===== config.mk =====
export PLATFORM = sky130hd
export DESIGN_NAME = multicycle_uc
export DESIGN_NICKNAME = d
export VERILOG_FILES = /design/src/rtl/multicycle_uc.sv
export SDC_FILE = /design/constraint.sdc
export NUM_CORES = 1
export LEC_CHECK = 0
export BUFFER_PORTS_ARGS = -buffer_cell sky130_fd_sc_hd__clkbuf_2
export CAP_MARGIN = 30
export CORE_AREA = 5 5 76 78
export CTS_CLUSTER_DIAMETER = 80
export DETAILED_ROUTE_END_ITERATION = 6
export DIE_AREA = 0 0 81 83
export PLACE_DENSITY_LB_ADDON = 0.1
export SYNTH_ARGS = -nofsm -noshare
export SYNTH_HDL_FRONTEND = slang
export SYNTH_SLANG_ARGS = --single-unit

===== constraint.sdc =====
create_clock -name clk -period 2.2 [get_ports clk]
set_input_delay 0.44 -clock clk [delete_from_list [all_inputs] [get_ports clk]]
set_output_delay 0.44 -clock clk [all_outputs]
set_load 0.02 [all_outputs]

===== src/rtl/multicycle_uc.sv =====
// multicycle_uc: control unit for a multicycle RISC-V datapath with one
// shared ALU and one shared instruction/data memory. Supports lw, sw,
// R-type ALU, I-type ALU, beq and jal. Unknown opcodes park the unit in a
// trap state until reset. Retired instructions are counted in instret.
//
// Memory handshake: memReq is held high for the whole access, with its
// address/write qualifiers (adrSrc, memWrite) stable. The access completes
// on the first clock edge where memReq and memReady are both high. memReady
// is ignored while memReq is low. While rst is held, no access is requested.
//
// Ports:
//   clk, rst            clock (rising edge), asynchronous active-high reset
//   op, func3, func7    instruction fields from the IR (func7 = funct7[5])
//   zero                ALU zero flag, used by beq
//   memReady            memory completes the current access this cycle
//   memReq, memWrite    memory request and write qualifier
//   irWrite, pcWrite    IR and PC load enables
//   regWrite            register file write enable
//   adrSrc              memory address mux: 0 = PC, 1 = result
//   resultSrc           result mux: 00 ALUOut, 01 read data, 10 ALU result
//   aluSrcA, aluSrcB    ALU operand muxes
//   aluControl          000 add, 001 sub, 010 and, 011 or, 101 slt
//   immSrc              immediate format: 00 I, 01 S, 10 B, 11 J
//   illegal             trap indicator
//   instret             retired-instruction count, wraps modulo 2^CNT_W
//   dbg_state           current FSM state encoding, for observation only
module multicycle_uc #(
    parameter int CNT_W = 32
) (
    input  logic             clk,
    input  logic             rst,
    input  logic [6:0]       op,
    input  logic [2:0]       func3,
    input  logic             func7,
    input  logic             zero,
    input  logic             memReady,
    output logic             memReq,
    output logic             memWrite,
    output logic             irWrite,
    output logic             pcWrite,
    output logic             regWrite,
    output logic             adrSrc,
    output logic [1:0]       resultSrc,
    output logic [1:0]       aluSrcA,
    output logic [1:0]       aluSrcB,
    output logic [2:0]       aluControl,
    output logic [1:0]       immSrc,
    output logic             illegal,
    output logic [CNT_W-1:0] instret,
    output logic [3:0]       dbg_state
);

    localparam logic [6:0] OP_LW   = 7'b0000011;
    localparam logic [6:0] OP_SW   = 7'b0100011;
    localparam logic [6:0] OP_R    = 7'b0110011;
    localparam logic [6:0] OP_I    = 7'b0010011;
    localparam logic [6:0] OP_BEQ  = 7'b1100011;
    localparam logic [6:0] OP_JAL  = 7'b1101111;

    typedef enum logic [3:0] {
        S_FETCH    = 4'd0,
        S_DECODE   = 4'd1,
        S_MEMADR   = 4'd2,
        S_MEMREAD  = 4'd3,
        S_MEMWB    = 4'd4,
        S_MEMWRITE = 4'd5,
        S_EXECUTER = 4'd6,
        S_EXECUTEI = 4'd7,
        S_JAL      = 4'd8,
        S_ALUWB    = 4'd9,
        S_BEQ      = 4'd10,
        S_TRAP     = 4'd11
    } state_t;

    typedef enum logic [1:0] {
        ALU_ADD  = 2'd0,
        ALU_SUB  = 2'd1,
        ALU_FUNC = 2'd2
    } alu_op_t;

    state_t           state_q, state_d;
    logic [CNT_W-1:0] instret_q, instret_d;
    alu_op_t          alu_op;

    // State register and retired-instruction counter.
    always_ff @(posedge clk or posedge rst) begin
        if (rst) begin
            state_q   <= S_FETCH;
            instret_q <= '0;
        end else begin
            state_q   <= state_d;
            instret_q <= instret_d;
        end
    end

    // Next-state logic.
    always_comb begin
        state_d = state_q;
        case (state_q)
            S_FETCH:    if (memReady) state_d = S_DECODE;
            S_DECODE: begin
                case (op)
                    OP_LW, OP_SW: state_d = S_MEMADR;
                    OP_R:         state_d = S_EXECUTER;
                    OP_I:         state_d = S_EXECUTEI;
                    OP_BEQ:       state_d = S_BEQ;
                    OP_JAL:       state_d = S_JAL;
                    default:      state_d = S_TRAP;
                endcase
            end
            S_MEMADR: begin
                if (op == OP_LW)      state_d = S_MEMREAD;
                else if (op == OP_SW) state_d = S_MEMWRITE;
                else                  state_d = S_FETCH;
            end
            S_MEMREAD:  if (memReady) state_d = S_MEMWB;
            S_MEMWB:    state_d = S_FETCH;
            S_MEMWRITE: if (memReady) state_d = S_FETCH;
            S_EXECUTER: state_d = S_ALUWB;
            S_EXECUTEI: state_d = S_ALUWB;
            S_JAL:      state_d = S_ALUWB;
            S_ALUWB:    state_d = S_FETCH;
            S_BEQ:      state_d = S_FETCH;
            S_TRAP:     state_d = S_TRAP;
            default:    state_d = S_FETCH;
        endcase
    end

    // An instruction retires on the edge that returns the FSM to FETCH.
    // TRAP never returns to FETCH, so a trapped instruction never counts.
    always_comb begin
        instret_d = instret_q;
        if (state_d == S_FETCH && state_q != S_FETCH) begin
            instret_d = instret_q + CNT_W'(1);
        end
    end

    // Output logic.
    always_comb begin
        memReq    = 1'b0;
        memWrite  = 1'b0;
        irWrite   = 1'b0;
        pcWrite   = 1'b0;
        regWrite  = 1'b0;
        illegal   = 1'b0;
        adrSrc    = 1'b0;
        resultSrc = 2'b00;
        aluSrcA   = 2'b00;
        aluSrcB   = 2'b00;
        alu_op    = ALU_ADD;
        case (state_q)
            S_FETCH: begin
                memReq    = 1'b1;
                aluSrcB   = 2'b10;
                resultSrc = 2'b10;
                irWrite   = memReady;
                pcWrite   = memReady;
            end
            S_DECODE: begin
                aluSrcA = 2'b01;
                aluSrcB = 2'b01;
            end
            S_MEMADR: begin
                aluSrcA = 2'b10;
                aluSrcB = 2'b01;
            end
            S_MEMREAD: begin
                memReq = 1'b1;
                adrSrc = 1'b1;
            end
            S_MEMWB: begin
                resultSrc = 2'b01;
                regWrite  = 1'b1;
            end
            S_MEMWRITE: begin
                memReq   = 1'b1;
                memWrite = 1'b1;
                adrSrc   = 1'b1;
            end
            S_EXECUTER: begin
                aluSrcA = 2'b10;
                alu_op  = ALU_FUNC;
            end
            S_EXECUTEI: begin
                aluSrcA = 2'b10;
                aluSrcB = 2'b01;
                alu_op  = ALU_FUNC;
            end
            S_JAL: begin
                aluSrcA = 2'b01;
                aluSrcB = 2'b10;
                pcWrite = 1'b1;
            end
            S_ALUWB:    regWrite = 1'b1;
            S_BEQ: begin
                aluSrcA = 2'b10;
                alu_op  = ALU_SUB;
                pcWrite = zero;
            end
            S_TRAP:     illegal = 1'b1;
            default:    ;
        endcase
        // Reset aborts any access in flight, even though the reset state
        // is FETCH.
        if (rst) begin
            memReq   = 1'b0;
            memWrite = 1'b0;
            irWrite  = 1'b0;
            pcWrite  = 1'b0;
            regWrite = 1'b0;
        end
    end

    // ALU control. Subtract is only chosen by funct7 for R-type (op[5]=1);
    // I-type addi with imm[10]=1 must still add.
    always_comb begin
        aluControl = 3'b000;
        case (alu_op)
            ALU_SUB:  aluControl = 3'b001;
            ALU_FUNC: begin
                case (func3)
                    3'b000:  aluControl = (op[5] & func7) ? 3'b001 : 3'b000;
                    3'b010:  aluControl = 3'b101;
                    3'b110:  aluControl = 3'b011;
                    3'b111:  aluControl = 3'b010;
                    default: aluControl = 3'b000;
                endcase
            end
            default:  aluControl = 3'b000;
        endcase
    end

    // Immediate format depends only on the opcode.
    always_comb begin
        case (op)
            OP_SW:   immSrc = 2'b01;
            OP_BEQ:  immSrc = 2'b10;
            OP_JAL:  immSrc = 2'b11;
            default: immSrc = 2'b00;
        endcase
    end

    assign instret   = instret_q;
    assign dbg_state = state_q;

endmodule

# After elaboration in Yosys (flattened, before gate mapping)
# Cells that the tools add are included.
word_totals:
  in_bits: 15
  output_inout_bits: 54
  regBits: 36
classes:
  eq_ne: 22
  n_addsub: 1
  n_reduce_logical: 15
  bitwise: 1
  mux: 27
ops:
  columns: ["operator", "count"]
  rows:
  - ["32-bit by 1-bit adder with 32-bit output, second input constant", 1]
  - ["4-bit one-hot mux with 7 select lines", 1]
  - ["4-bit one-hot mux with 5 select lines", 1]
  - ["4-bit by 3-bit == test with 1-bit output, second input constant", 4]
  - ["4-bit == test, second input constant", 4]
  - ["2-bit one-hot mux with 2 select lines", 4]
  - ["7-bit by 6-bit == test with 1-bit output, second input constant", 2]
  - ["7-bit == test, second input constant", 2]
  - ["1-bit 2-to-1 mux", 12]
  - ["4-bit 2-to-1 mux", 3]
  - ["3-bit one-hot mux with 4 select lines", 1]
  - ["2-bit OR reduction", 6]
  - ["3-bit OR reduction", 3]
  - ["4-bit by 2-bit == test with 1-bit output, second input constant", 2]
  - ["4-bit logical NOT", 2]
  - ["7-bit by 2-bit == test with 1-bit output, second input constant", 1]
  - ["7-bit by 5-bit == test with 1-bit output, second input constant", 1]
  - ["3-bit == test, second input constant", 2]
  - ["3-bit 2-to-1 mux", 2]
  - ["2-bit one-hot mux with 3 select lines", 1]
  - ["3-bit one-hot mux with 2 select lines", 1]
  - ["4-bit by 1-bit == test with 1-bit output, second input constant", 1]
  - ["4-bit nonzero test", 1]
  - ["4-bit OR reduction", 1]
  - ["other kinds (7)", 7]

# Longest topological paths before layout
# Gate-level depths: netlist of the first run.
logic_depth:
  ltp_word: 6
  depth_mapped: 9

# Worst setup path after synthesis of the first run
# No wires, ideal clock.
synth_path:
  kind: "flip-flop to output port"
  from: "reg state_q[3], in the netlist dbg_state[3]"
  to: "out aluControl[2]"
  stages_incl_launch_ff: 7
  arrival_time_ns: 2.194
  n_path_buf: 1
  setup_slack_ns: -0.434
  path_cell_list: "dfrtp_1 -> clkbuf_1 -> inv_1 -> nor2_1 -> nand2_1 -> ha_1 -> nor4b_1"
synth_via:
  elab_chain_cells: 5
  word_cells_on_any_way: 8
  cone_classes: "eq/ne: 5; mux: 2; reduce/logical: 1"
synth_rtl:
  columns: ["item", "line_no", "rtl"]
  rows:
  - ["start, declared", "81", "state_t state_q, state_d;"]
  - ["start signal, assigned", "91", "state_q <= state_d;"]
  - ["4-bit by 3-bit == test with 1-bit output", "151", "case (state_q)"]
  - ["2-bit OR reduction (no line)", null, null]
  - ["2-bit one-hot mux with 2 select lines (*)", "151", null]
  - ["2-bit == test or 2-bit by 1-bit == test with 1-bit output (tied branches)", "218", "case (alu_op)"]
  - ["3-bit one-hot mux with 2 select lines (*)", "218", null]
  - ["end, declared", "46", "output logic [2:0] aluControl,"]
# Mark *: on every way between the ends. The rest lies on a longest branch, timed or not.

# Final worst setup path of the first run
layout_path:
  from: "reg state_q[2], in the netlist dbg_state[2]"
  to: "reg instret_q[14], in the netlist instret[14]"
layout_via:
  elab_chain_cells: 5
  word_cells_on_any_way: 17
  cone_classes: "eq/ne: 8; mux: 4; reduce/logical: 5"
layout_rtl:
  columns: ["item", "line_no", "rtl"]
  rows:
  - ["4-bit by 3-bit == test with 1-bit output or 4-bit == test (tied branches)", "99", "case (state_q)"]
  - ["3-bit OR reduction (no line)", null, null]
  - ["4-bit one-hot mux with 7 select lines", "99", null]
  - ["4-bit logical NOT", "133", "if (state_d == S_FETCH && state_q != S_FETCH) begin"]
  - ["1-bit logical AND (*)", "133", null]
  - ["end signal, assigned", "92", "instret_q <= instret_d;"]
  - ["end, declared", "82", "logic [CNT_W-1:0] instret_q, instret_d;"]
# Marked as above.
# A chain may end at the register's enable or synchronous reset.

==> impl_results.rst, run 1 <==
.. list-table::
   :header-rows: 1

   * - Metric
     - Value
   * - Wire length of the first global-routing pass
     - 10.03 mm
   * - Most common cell in the netlist
     - dfrtp_1
   * - Average footprint of a synthesized cell
     - roughly 9.1 sq um
   * - Final setup TNS
     - -0.5603 ns
   * - Post-Route WL
     - 6.201 mm
   * - Wire length on met2
     - just over 3 mm
   * - Hold Worst Slack
     - 0.04803 ns
   * - # port buffers
     - 68
   * - Proportion of layout cells with a drive suffix above 1
     - 0.4798
   * - Average vias per placed instance
     - 5.233
   * - Routed len/inst
     - roughly 15 microns
   * - Crit path arrival time
     - 2.48 ns
   * - Hold buffer count at cts
     - 0
   * - Slack of the worst reg-to-reg path
     - -0.1 ns
   * - CTS tree
     - built
   * - Number of synthesized register bits
     - 36
   * - Die width
     - a little over 80 microns
   * - Dominant synthesized flop cell
     - dfrtp_1
   * - Die area
     - 6723 sq um
   * - H-tree depth
     - 2
   * - Total iterations of the first detailed-routing run
     - 4
   * - Aggregate global-route resource usage
     - 0.1840
   * - DIE HEIGHT
     - 83 microns
   * - Net count after synthesis
     - 258
   * - Violated checks
     - negative setup slack
   * - Endpoint of the most critical register-to-register path
     - instret[14]
   * - Routed metal-1 wirelength
     - 2.693 mm
   * - Leakage dissipation
     - 1.615 nW
   * - Reg-to-Reg Start
     - dbg_state[2]
   * - Area contributors post-synth
     - dfrtp_1 (41%), xnor2_1 (13%), nand4_1 (4.0%)
   * - Clock latency on the worst-skew pair
     - roughly 0.29 ns
   * - Post-route cell area
     - roughly 3400 sq um
   * - Minimum setup slack after placement
     - -0.1163 ns
   * - Area Growth Syn to Fin
     - 54.82%
   * - Power consumption
     - just over 4 mW
   * - Top cell type by total area after synthesis
     - dfrtp_1
   * - Antenna-violating nets left
     - 0
   * - Setup crit start kind
     - register
   * - Rel. slew slack
     - 0.5871
   * - Total number of vias
     - 2177
   * - Met3 routed wirelength
     - 356 microns
   * - Count of unique library cells instantiated by Yosys
     - 47
   * - Core outline area
     - approximately 5000 sq um
   * - Overflow left after global routing
     - 0
   * - Starting density of the core
     - 0.4378
   * - Total half-perimeter wirelength after legalization and detailed placement
     - 4.157 mm
   * - Max IR drop VDD
     - about 0.86 mV
   * - Run status
     - complete, but fails checks
   * - Top post-synthesis cells by count
     - dfrtp_1 (36), xnor2_1 (32), nand2_1 (22), nor2_1 (17), nand3_1 (15)
   * - Max-slew violation count
     - 0
   * - Proportion of synthesized chip area in sequential cells
     - 0.4107
   * - Number of filler instances in the final layout
     - 430
   * - Pin count of the biggest net entering global routing
     - 36
   * - Total standard cell area after synthesis
     - between 2000 and 2500 sq um
   * - Number of diodes added for antenna fixing
     - 0
   * - Cell chosen for the clock root
     - clkbuf_8
   * - Post-route setup slack
     - -0.09923 ns
   * - Final std cells w/o fill
     - 416
   * - Period utilisation layout
     - 1.045
   * - Classification of the worst-slack hold path
     - input pin to asynchronous set/reset pin
   * - CTS Buf Count
     - 5
   * - Number of antenna violations at the first check in global routing
     - 0
   * - Reg clk slew, reported paths
     - 0.07 ns
   * - Global placer's final weighted congestion
     - approximately 0.79
   * - Deepest clock path buffer count
     - 2
   * - Critical setup path kind
     - register to register
   * - Highest routed layer
     - met4
   * - Worst reg-to-reg path cell count
     - 10
   * - I/O pins
     - 69
   * - PwrDens
     - 1192 nW/um^2
   * - Required time reported for the critical path endpoint
     - approximately 2.4 ns
   * - Number of global-route vias before repair
     - approximately 2100
   * - Final Setup Violations
     - 17
   * - Final Hold Viols
     - 0
   * - Worst Skew
     - between 0.003 and 0.004 ns
   * - Synth warnings
     - 0
   * - EDFF count, synth
     - 0
   * - Max_cap viols
     - 0
   * - Total placed cells including tap cells
     - 390
   * - Share of flip-flops with an asynchronous set or reset
     - 1.000
   * - DRC
     - 0
   * - Clock Sink Count
     - 36
   * - Critical-path maximum fanout
     - 6
   * - Site Rows
     - 26
   * - RSZ-0062 raised after global routing
     - yes
   * - Post-Synthesis Cells
     - between 200 and 250
   * - Critical Path Start
     - dbg_state[2]
   * - Maximum frequency from static timing analysis
     - 434.9 MHz
   * - Core Util, Final
     - 0.6778
   * - Destination of the critical timing path
     - instret[14]
   * - Layout Nets
     - between 300 and 400
   * - Cell area reported after detailed placement
     - roughly 2800 sq um
   * - Worst setup EP type
     - register
   * - Fraction of synthesized cell area taken by the top area cell type
     - 0.4107
   * - Worst-Margin Slew
     - roughly 0.62 ns
   * - Initial drt markers
     - 56
   * - Shortest clock period the worst path allows after layout
     - roughly 2.3 ns
-- cell usage in the layout, fill, tap and decap left out, types with 5 or more instances in the layout --
master,count
buf_4,30
nand2_4,6
nand3_1,6
xnor2_1,30
nor2_1,15
buf_6,8
nand3_2,5
clkbuf_2,61
dfrtp_1,32
nor3_1,8
clkbuf_8,8
nand2_1,13
nand4_1,14
and3_1,12
inv_1,10
-- power breakdown --
part / switching, mW / total, mW / internal [mW]
Combinational: 1.31 / 2.65 / 1.34
Sequential: 0.145 / 0.901 / 0.757
Clock: 0.245 / 0.500 / 0.255
Total: 1.70 / 4.05 / 2.35
-- sequential cells by signal, summed over array words and instances, names as in the netlist --
name	count
instret	32
dbg_state	4
-- cell families (layout without fill, tap and decap cells) --
| group | Yosys count | count (layout) | share of synthesized area |
|---|---|---|---|
| and+or+nand+nor | 120 | 120 | 0.3035 |
| DFF | 36 | 36 | 0.4107 |
| xor gates and xnor gates | 34 | 34 | 0.1358 |
| AOI/OAI and AO/OA | 23 | 23 | 0.07416 |
| buffers and inverters | 23 | 129 | 0.05362 |
| adders and majority gates | 3 | 3 | 0.01712 |
| muxes | 1 | 1 | 0.005134 |
-- worst max-delay path: stages (launching register included) --
cell	delay [ns]
dfrtp_2	0.42
buf_6	0.12
or4_4	0.42
o211ai_2	0.17
o21ai_2	0.09
nor4_4	0.27
buf_6	0.14
buf_12	0.12
buf_8	0.14
nand4_1	0.13
xnor2_1	0.16
-- per-layer routing --
metal  vias to the layer above  GRT usage
li1                       1064          -
met1                      1025     0.2473
met2                        79     0.2920
met3                         9    0.03788
met4                         0    0.05991
met5                         -          0
-- repair_timing --
| action | CTS | global route |
|---|---|---|
| setup endpoints to repair | 9 | 42 |
| cloned | 3 | 0 |
| pin swaps | 17 | 23 |
| setup buffers | 13 | 6 |
| resized for setup | 32 | 50 |
-- how the worst min path moves through the flow --
stage | start | to | slack [ns] | depth (start not counted)
3_5_place_dp | rst | dbg_state[3] | 0.35 | 2
5_1_grt | rst | dbg_state[3] | 0.06 | 2
4_1_cts | rst | dbg_state[3] | 0.04 | 2
3_3_place_gp | rst | dbg_state[3] | 0.34 | 2
6_report | rst | dbg_state[3] | 0.05 | 2
2_1_floorplan | instret[31] | instret[31] | 0.58 | 1
-- layout make-up --
cell class / instances / area (sq um) / area share
clock buffers: 7 / 86.33 / 0.02542
flip-flops and latches: 36 / 905.9 / 0.2668
repair buffers: 110 / 845.8 / 0.2491
well taps: 70 / 87.58 / 0.02579
inverters: 11 / 41.29 / 0.01216
multi-input cells: 181 / 1421 / 0.4186
clock inverters: 1 / 7.507 / 0.002211
(Power assumes the default switching activity.)
==> inputs of run 2 (changes only) <==
--- a/config.mk
+++ b/config.mk
@@ -11,7 +11,8 @@
 export CTS_CLUSTER_DIAMETER = 80
 export DETAILED_ROUTE_END_ITERATION = 6
 export DIE_AREA = 0 0 81 83
-export PLACE_DENSITY_LB_ADDON = 0.1
+export PLACE_DENSITY = 0.73
+export REMOVE_ABC_BUFFERS = 1
 export SYNTH_ARGS = -nofsm -noshare
 export SYNTH_HDL_FRONTEND = slang
 export SYNTH_SLANG_ARGS = --single-unit
==> run 2 against run 1 <==
  * The flow now finishes without violations
  * Global-route usage down 1.1 points
  * Worst setup slack better by 0.11 ns
  * Final cell count down 0.96%
  * Register-to-register slack better by 0.11 ns
  * Non-clock buffer count down 4
  * Total power down 18%
  * Combinational power down 25%
  * Largest power group unchanged
  * Largest cell class unchanged
  * Clock power down 7.8%
  * Via count down 0.69%
  * Critical endpoint is now instret[1]
  * Critical path depth down 3
  * Worst hold slack better by 0.32 ns
  * Count of clock-buffer cells in the layout down 2
==> impl_results.rst, run 2 (same netlist as run 1, synthesis figures left out) <==
.. list-table::
   :header-rows: 1

   * - Metric
     - Value
   * - Number of global-route vias before repair
     - between 1500 and 2000
   * - Period utilisation layout
     - 0.9950
   * - Critical path depth
     - 7
   * - Proportion of layout cells with a drive suffix above 1
     - 0.3977
   * - CTS Buf Count
     - 5
   * - H-tree depth
     - 2
   * - # port buffers
     - 68
   * - Ordered cell list for the critical path
     - buf_4, and3b_1, o21ai_1, a21oi_4, nor4_4, buf_12, mux2_2
   * - Crit-path leading delay family
     - simple AND/OR/NAND/NOR gates
   * - Worst setup EP type
     - register
   * - Shortest clock period the worst path allows after layout
     - around 2.2 ns
   * - Overflow left after global routing
     - 0
   * - Max IR drop VDD
     - 0.6192 mV
   * - Antenna-violating nets left
     - 0
   * - Final Hold Viols
     - 0
   * - Core outline area
     - around 5000 sq um
   * - Site Rows
     - 26
   * - Deepest clock path buffer count
     - 2
   * - Rel. slew slack
     - 0.6854
   * - Count of buffering cells on the critical path with inverters included
     - 2
   * - Multi-input gate area
     - 1255 sq um
   * - Critical-path maximum fanout
     - 16
   * - Post-Route WL
     - 6.063 mm
   * - Initial drt markers
     - 120
   * - Maximum frequency from static timing analysis
     - about 460 MHz
   * - RSZ-0062 raised after global routing
     - yes
   * - Cell chosen for the clock root
     - clkbuf_8
   * - Leading cell type in the layout, fill and taps excluded
     - clkbuf_2
   * - Number of antenna violations at the first check in global routing
     - 0
   * - Worst Skew
     - between 0.006 and 0.007 ns
   * - Area Growth Syn to Fin
     - 40.16%
   * - Max_cap viols
     - 0
   * - Total number of vias
     - ~2200
   * - Max FFs per register
     - 32
   * - Aggregate global-route resource usage
     - 0.1732
   * - Crit path arrival time
     - 2.36 ns
   * - Commonest non-fill, non-tap cells in the layout
     - clkbuf_2 (63), buf_4 (36), dfrtp_1 (35)
   * - DIE HEIGHT
     - ~83 microns
   * - Critical Path Start
     - dbg_state[1]
   * - Number of filler instances in the final layout
     - about 440
   * - Reg clk slew, reported paths
     - about 0.080 ns
   * - Critical setup path kind
     - register to register
   * - Total iterations of the first detailed-routing run
     - 4
   * - Run status
     - complete, no violations
   * - Required time reported for the critical path endpoint
     - roughly 2.4 ns
   * - Clock latency on the worst-skew pair
     - around 0.28 ns
   * - Setup crit start kind
     - register
   * - Destination of the critical timing path
     - instret[1]
   * - Classification of the worst-slack hold path
     - input pin to asynchronous set/reset pin
   * - Max stage delay on crit path
     - 0.45 ns
   * - Worst reg-to-reg path cell count
     - 7
   * - I/O pins
     - 69
   * - Die width
     - just over 80 microns
   * - Cell with the largest stage delay on the worst path
     - nor4_4
   * - Layout Nets
     - approximately 360
   * - Die area
     - approximately 6700 sq um
   * - Leakage dissipation
     - 1.472 nW
   * - Power consumption
     - about 3.3 mW
   * - CTS tree
     - built
   * - Global placer's final weighted congestion
     - 0.8918
   * - Wire length of the first global-routing pass
     - approximately 9.5 mm
   * - Worst-Margin Slew
     - 0.4708 ns
   * - DRC
     - 0
   * - Number of diodes added for antenna fixing
     - 0
   * - Pin count of the biggest net entering global routing
     - 37
   * - Routed len/inst
     - 14.72 microns
   * - Clock Sink Count
     - 36
   * - Total half-perimeter wirelength after legalization and detailed placement
     - 4.199 mm
   * - Starting density of the core
     - 0.4378
   * - Hold Worst Slack
     - roughly 0.36 ns
   * - Endpoint of the most critical register-to-register path
     - instret[1]
   * - Max-slew violation count
     - 0
   * - Slack of the worst reg-to-reg path
     - around 0.011 ns
   * - Register cell area after layout
     - roughly 900 sq um
   * - PwrDens
     - ~1100 nW/um^2
   * - Average vias per placed instance
     - between 5 and 6
   * - Reg-to-Reg Start
     - dbg_state[1]
   * - Final Setup Violations
     - 0
-- run 2: how the worst min path moves through the flow --
stage	startpoint	slack [ns]	depth (start not counted)	end
5_1_grt	rst	0.42	3	instret[9]
3_5_place_dp	instret[31]	0.47	1	instret[31]
3_3_place_gp	instret[31]	0.46	1	instret[31]
4_1_cts	rst	0.39	3	instret[9]
2_1_floorplan	instret[31]	0.58	1	instret[31]
6_report	rst	0.36	3	instret[18]
-- run 2: power breakdown --
group / total [mW] / switching (mW) / leakage (nW) / internal, mW
clock network: 0.461 / 0.240 / 0.0479 / 0.221
registers: 0.862 / 0.109 / 0.486 / 0.752
logic: 1.99 / 1.11 / 0.938 / 0.886
-- run 2: stage by stage --
step           setup WS (ns)    util  setup TNS, ns  instances  instance area [sq um]
2_1_floorplan        -0.6999       -         -21.03        228                   2117
3_3_place_gp         -0.1198  0.5490        -0.7203        390                   2750
3_5_place_dp         -0.1629  0.5490         -1.857        390                   2750
4_1_cts             -0.01519  0.5792       -0.02014        401                   2902
5_1_grt             -0.03904  0.6136       -0.08983        412                   3074
6_report             0.01089  0.6136              0        412                   3074
-- run 2: repair_timing --
item | 4_1_cts | 5_1_grt
hold buffers | 0 | 0
pin swaps | 1 | 2
gates cloned | 0 | 1
gates resized for setup | 11 | 22
buffers inserted | 3 | 10
endpoints found under the setup margin | 4 | 17
-- run 2: area by class of cell --
type                    count  share of cell area
multi-input cells         181              0.4082
flip-flops and latches     36              0.2934
inverters                  11             0.01425
clock inverters             3            0.006105
clock buffers               5             0.02239
well taps                  70             0.02849
repair buffers            106              0.2271
-- run 2: routing by layer --
metal | wire length [microns] | vias up | global-route usage | share of wire
met2 | 3058 | 53 | 0.2756 | 0.50
met4 | 55 | 0 | 0.03687 | 0.0091
met1 | 2682 | 1058 | 0.2398 | 0.44
met5 | 0 | - | 0 | 0
met3 | 267 | 6 | 0.03788 | 0.044
li1 | - | 1045 | - | -
-- run 2: worst reg2reg max path, cell delays in order (launching register included) --
cell and delay [ns]:
dfrtp_2 0.44, buf_4 0.16, and3b_1 0.17, o21ai_1 0.21, a21oi_4 0.10, nor4_4 0.45
buf_12 0.21, mux2_2 0.34
